--- src/rtl/pic_pkg.sv ---
// Shared types and constants for the fetch front end and decode.
// Phase encoding, the injected NOP word, and the branch opcode class.
package pic_pkg;

   typedef enum logic [1:0] {Q1, Q2, Q3, Q4} phase_t;

   localparam logic [7:0] NOP_INST         = 8'h00;
   localparam logic [1:0] OPC_CLASS_BRANCH = 2'b10;

   function automatic logic is_branch_class(input logic [7:0] inst);
      return inst[7:6] == OPC_CLASS_BRANCH;
   endfunction

endpackage

--- src/rtl/fetch_unit_phase_gen.sv ---
// Four-phase generator: turns clk into one-hot enables Q1..Q4.
// Phase only advances once running and while not stalled.
module phase_gen
   import pic_pkg::*;
(
   input  logic   clk,
   input  logic   rst_n,
   input  logic   stall,
   output logic   run,
   output phase_t phase,
   output logic   clk1,
   output logic   clk2,
   output logic   clk3,
   output logic   clk4
);

   logic   run_q, run_d;
   phase_t phase_q, phase_d;
   logic   active;

   // NOTE: every variable driven here gets a default first, so no latch is inferred.
   always_comb begin
      run_d   = 1'b1;
      phase_d = phase_q;
      if (run_q && !stall) begin
         unique case (phase_q)
            Q1: phase_d = Q2;
            Q2: phase_d = Q3;
            Q3: phase_d = Q4;
            Q4: phase_d = Q1;
            default: phase_d = Q1;
         endcase
      end
   end

   // NOTE: state registers use non-blocking assignments so all flops update together.
   always_ff @(posedge clk or negedge rst_n) begin
      if (!rst_n) begin
         run_q   <= 1'b0;
         phase_q <= Q1;
      end else begin
         run_q   <= run_d;
         phase_q <= phase_d;
      end
   end

   assign active = run_q && !stall;
   assign run    = run_q;
   assign phase  = phase_q;
   assign clk1   = active && (phase_q == Q1);
   assign clk2   = active && (phase_q == Q2);
   assign clk3   = active && (phase_q == Q3);
   assign clk4   = active && (phase_q == Q4);

endmodule

--- src/rtl/fetch_unit.sv ---
// Instruction fetch front end: PC, program-memory read, inst_reg and branch flush.
// Optional skip-next support is built when FETCH_SKIP_EN is defined.
module fetch_unit
   import pic_pkg::*;
#(
   parameter int PC_W      = 8,
   parameter int RESET_VEC = 0
) (
   input  logic            clk,
   input  logic            rst_n,
   input  logic            stall,
   input  logic            branch_en,
   input  logic [PC_W-1:0] branch_addr,
   input  logic            skip,
   output logic [PC_W-1:0] pmem_addr,
   output logic            pmem_rd,
   input  logic [7:0]      pmem_data,
   output logic            clk1,
   output logic            clk2,
   output logic            clk3,
   output logic            clk4,
   output logic [7:0]      inst_reg,
   output logic [PC_W-1:0] pc,
   output logic            flush
);

   logic   run;
   phase_t phase;
   logic   advance;

   logic [PC_W-1:0] pc_q, pc_d;
   logic [7:0]      inst_q, inst_d;
   logic            flush_q, flush_d;
   logic [7:0]      fbuf_q, fbuf_d;
   logic            br_pend_q, br_pend_d;
   logic [PC_W-1:0] br_addr_q, br_addr_d;
`ifdef FETCH_SKIP_EN
   logic            skip_pend_q, skip_pend_d;
`else
   logic            skip_unused;
   assign skip_unused = skip;
`endif

   phase_gen u_phase_gen (
      .clk   (clk),
      .rst_n (rst_n),
      .stall (stall),
      .run   (run),
      .phase (phase),
      .clk1  (clk1),
      .clk2  (clk2),
      .clk3  (clk3),
      .clk4  (clk4)
   );

   assign advance = run && !stall;

   always_comb begin
      pc_d      = pc_q;
      inst_d    = inst_q;
      flush_d   = flush_q;
      fbuf_d    = fbuf_q;
      br_pend_d = br_pend_q;
      br_addr_d = br_addr_q;
`ifdef FETCH_SKIP_EN
      skip_pend_d = skip_pend_q;
`endif
      if (advance) begin
         unique case (phase)
            Q2: fbuf_d = pmem_data;
            Q3: begin
               // An injected NOP cannot branch.
               br_pend_d = branch_en && !flush_q;
               br_addr_d = branch_addr;
`ifdef FETCH_SKIP_EN
               skip_pend_d = skip;
`endif
            end
            Q4: begin
               br_pend_d = 1'b0;
`ifdef FETCH_SKIP_EN
               skip_pend_d = 1'b0;
`endif
               if (br_pend_q) begin
                  pc_d    = br_addr_q;
                  inst_d  = NOP_INST;
                  flush_d = 1'b1;
`ifdef FETCH_SKIP_EN
               end else if (skip_pend_q) begin
                  pc_d    = pc_q + PC_W'(1);
                  inst_d  = NOP_INST;
                  flush_d = 1'b1;
`endif
               end else begin
                  pc_d    = pc_q + PC_W'(1);
                  inst_d  = fbuf_q;
                  flush_d = 1'b0;
               end
            end
            default: ;
         endcase
      end
   end

   // NOTE: the fetch buffer is a single register, not a memory, so it takes a reset value too.
   always_ff @(posedge clk or negedge rst_n) begin
      if (!rst_n) begin
         pc_q      <= PC_W'(RESET_VEC);
         inst_q    <= NOP_INST;
         flush_q   <= 1'b1;
         fbuf_q    <= 8'h00;
         br_pend_q <= 1'b0;
         br_addr_q <= '0;
`ifdef FETCH_SKIP_EN
         skip_pend_q <= 1'b0;
`endif
      end else begin
         pc_q      <= pc_d;
         inst_q    <= inst_d;
         flush_q   <= flush_d;
         fbuf_q    <= fbuf_d;
         br_pend_q <= br_pend_d;
         br_addr_q <= br_addr_d;
`ifdef FETCH_SKIP_EN
         skip_pend_q <= skip_pend_d;
`endif
      end
   end

   assign pmem_rd   = clk1;
   assign pmem_addr = pc_q;
   assign pc        = pc_q;
   assign inst_reg  = inst_q;
   assign flush     = flush_q;

endmodule

--- config.mk ---
export PLATFORM = sky130hd
export DESIGN_NAME = fetch_unit
export DESIGN_NICKNAME = d
export VERILOG_FILES = /design/src/rtl/pic_pkg.sv /design/src/rtl/fetch_unit_phase_gen.sv /design/src/rtl/fetch_unit.sv
export SDC_FILE = /design/constraint.sdc
export NUM_CORES = 1
export LEC_CHECK = 0
export CORE_ASPECT_RATIO = 0.6
export CORE_UTILIZATION = 51
export DETAILED_ROUTE_END_ITERATION = 7
export GPL_ROUTABILITY_DRIVEN = 0
export PLACE_DENSITY = 0.87
export SYNTH_ARGS = -nofsm -noshare
export SYNTH_HDL_FRONTEND = slang
export SYNTH_HIERARCHICAL = 1
export SYNTH_SLANG_ARGS = --single-unit
--- constraint.sdc ---
create_clock -name clk -period 3.26 [get_ports clk]
set_clock_uncertainty 0.05 [all_clocks]
set_input_delay 0.815 -clock clk [delete_from_list [all_inputs] [get_ports clk]]
set_output_delay 0.815 -clock clk [all_outputs]
set_load 0.005 [all_outputs]
==> impl_results.md <==
- Hold_buf cts: 0
- Critical path startpoint: stall
- Worst relative slew slack: 0.476
- Leakage: 1.02 nW
- Top cell type by total area after synthesis: sky130_fd_sc_hd__dfrtp_1
- Fill cell total of the finished layout: 235
- Global routing usage summed across all routing layers: 0.215
- FMAX: 326 MHz
- Min-delay worst type: reg2reg
- Number of diodes added for antenna fixing: 0
- Worst Reg2Reg Path Length in Cells: 2
- Worst reg2reg startpoint: u_phase_gen/phase[1]
- Largest fanout on the critical path: 6
- Fraction of synthesized cell area in xor and xnor cells: 0
- CTS buffer count: 5
- Sequential fraction of the synthesis area: 0.517
- Count of synthesis-stage warnings from yosys: 6
- First-pass GRT wire length: 5730 um
- Area fraction in compound gates after synthesis: 0.0942
- Average routed wire per standard cell: 14.5 um
- Outcome: finished, final reports clean
- VDD IR-drop max: 0.000457 V
- CP Capture Point: clk4
- Floorplan core area: 3300 um^2
- Least-Margin Pin Slew: 786 ps
- Post-synth top flop: sky130_fd_sc_hd__dfrtp_1
- Final Max Tran Viols: 0
- Via-per-instance ratio: 5.25
- Most numerous cell in the Yosys netlist: sky130_fd_sc_hd__dfrtp_1
- Sequential Area: 927 um^2
- Cell area after layout: 2360 um^2
- DR vias: 1324
- Cells after Synth: 164
- Die boundary height: 47.9 um
- Number of max-capacitance violations reported: 0
- Total routed wirelength: 3660 um
- Kind of start point of the critical path: input port
- TritonCTS Sinks: 37
- Share of flip-flops with an asynchronous set or reset: 1.00
- Effective utilization at floorplan: 0.543
- Fraction of final layout cells with drive strength greater than 1: 0.126
- Share of synthesized cell area in and, or, nand and nor gates: 0.147
- Unrepaired setup endpoints after global routing: false
- Synthesized area divided by synthesized cell count: 10.9 um^2
- Fin. Hold Viols: 0
- # resized after CTS: 0
- Number of nets still failing antenna checks after routing: 0
- Synth Cell Area: 1790 um^2
- Number of iterations in the first detailed-routing pass: 4
- Iteration-0 DRC count of the detailed router: 68
- Clock transition at the registers of the reported paths: 80 ps
- Root buffer selected by CTS: sky130_fd_sc_hd__clkbuf_8
- Crit path time final: 3070 ps
- Dominant combinational cell family by area after synthesis: simple AND/OR/NAND/NOR gates
- Crit path DAT: 2200 ps
- Die Area: 3760 um^2
- Post-synth net total: 191
- Residual DRC: 0
- Port bufs: 49
- Num ports: 51
- Number of register bits inferred by synthesis: 37
- Pin count of the biggest net entering global routing: 38
- Post-layout net count: 233
- Final worst path period share: 0.941
- Area fraction of the dominant cell type after synthesis: 0.502
- WS Path Type: in2out
- Die span in x: 78.5 um
- Synth cell count leaders: sky130_fd_sc_hd__dfrtp_1 (36), sky130_fd_sc_hd__nand2_1 (25), sky130_fd_sc_hd__buf_4 (11)
- Maximum root-to-sink buffer count: 2
- Worst-skew pair later-pin latency: 280 ps
- Power Dens Cells: 841 nW/um^2
- DPL Wire Length: 2570 um
- Total global routing overflow: 0
- Area taken by multi-input logic gates: 751 um^2
- Postcts setup bufs: 0
- Register-to-Register Setup Slack: 1690 ps
- Growth of design area from synthesis to finish: 31.8%
- Count of flip-flops with a built-in enable after synthesis: 0
- Crit Reg-Reg Endpoint: fbuf_q[3]
- Number of antenna violations at the first check in global routing: 0
- Type of destination of the critical path: output port
- TritonCTS clock tree: built
- Cell Rows: 16
- Number of global-route vias before repair: 1243
- Mux contribution to synthesized area: 0.134
- Setup Viol. Count Final: 0
- H-tree depth: 2
- Most area-consuming cells after synthesis: sky130_fd_sc_hd__dfrtp_1 (50%), sky130_fd_sc_hd__mux2_4 (6.7%), sky130_fd_sc_hd__nand2_1 (5.2%)
- Post-synthesis share of cell area spent on full adders, half adders and majority gates: 0.0419
- Distinct cell type count after synthesis: 32
- Endpoint required time on the critical path: 2390 ps
- Placed instance area: 2240 um^2
- Sum of negative setup slack: 0 ps
-- worst min-delay path by stage --
stage               slack, ps   from  depth (start not counted)    end
global route              440  flush                          2  flush
global placement          410  flush                          2  flush
detailed placement        420  flush                          2  flush
finish                    430  flush                          2  flush
floorplan                 410  flush                          2  flush
CTS                       430  flush                          2  flush
-- routing by layer --
layer / vias up / wire, um / global-route usage
met5: - / 0 / 0
met4: 0 / 0 / 0.0556
met3: 0 / 291 / 0.0895
met2: 54 / 1760 / 0.374
met1: 633 / 1600 / 0.257
li1: 637 / - / -
-- cells in the final DEF (no fill, tap or decap), types with 2 or more instances in the layout --
cell and count:
sky130_fd_sc_hd__mux2_4 8, sky130_fd_sc_hd__and2_2 4, sky130_fd_sc_hd__o22ai_1 3, sky130_fd_sc_hd__o21ai_0 9, sky130_fd_sc_hd__mux2_1 8, sky130_fd_sc_hd__nand3_1 5
sky130_fd_sc_hd__nand2_1 25, sky130_fd_sc_hd__o21ai_1 9, sky130_fd_sc_hd__mux2i_1 3, sky130_fd_sc_hd__clkdlybuf4s50_1 48, sky130_fd_sc_hd__ha_1 6, sky130_fd_sc_hd__nor3_1 2
sky130_fd_sc_hd__dfrtp_1 36, sky130_fd_sc_hd__nor2_1 4, sky130_fd_sc_hd__inv_1 4, sky130_fd_sc_hd__a21oi_1 9, sky130_fd_sc_hd__clkbuf_8 6
-- area by class of cell --
class                      instances  area share
timing repair buffer              50       0.209
multi-input combinational        108       0.318
tap                               45      0.0238
clock inverter                     2      0.0159
inverter                           4     0.00636
sequential                        37       0.392
clock buffer                       6      0.0350
-- where the power goes --
part           total [W]  internal [W]  switching (W)
logic           0.000723      0.000449       0.000273
registers       0.000853      0.000667       0.000186
clock network   0.000411      0.000249       0.000162
total            0.00199       0.00136       0.000622
-- through the flow --
stage | hold slack, ps | total power, W | utilization | instances | worst slack, ps
detailed placement | 422 | 0.00158 | 0.679 | 244 | 192
global route | 445 | 0.00214 | 0.715 | 252 | 149
floorplan | 405 | 0.00124 | - | 164 | 1170
finish | 430 | 0.00199 | 0.715 | 252 | 192
CTS | 433 | 0.00200 | 0.715 | 252 | 193
global placement | 411 | 0.00153 | 0.679 | 244 | 241
-- cell families (layout without fill, tap and decap cells) --
kind of cell | after synthesis | after routing
DFF | 37 | 37
and+or+nand+nor | 50 | 50
buffers and inverters | 19 | 62
adders and majority gates | 6 | 6
muxes | 19 | 19
AOI/OAI and AO/OA | 32 | 32
other | 1 | 1
-- worst max-delay path, stage by stage --
cell and delay [ps]:
sky130_fd_sc_hd__clkdlybuf4s50_1 500, sky130_fd_sc_hd__nor2b_4 210, sky130_fd_sc_hd__and2_2 170, sky130_fd_sc_hd__clkdlybuf4s50_1 510
Power figures use the tool's default switching activity.
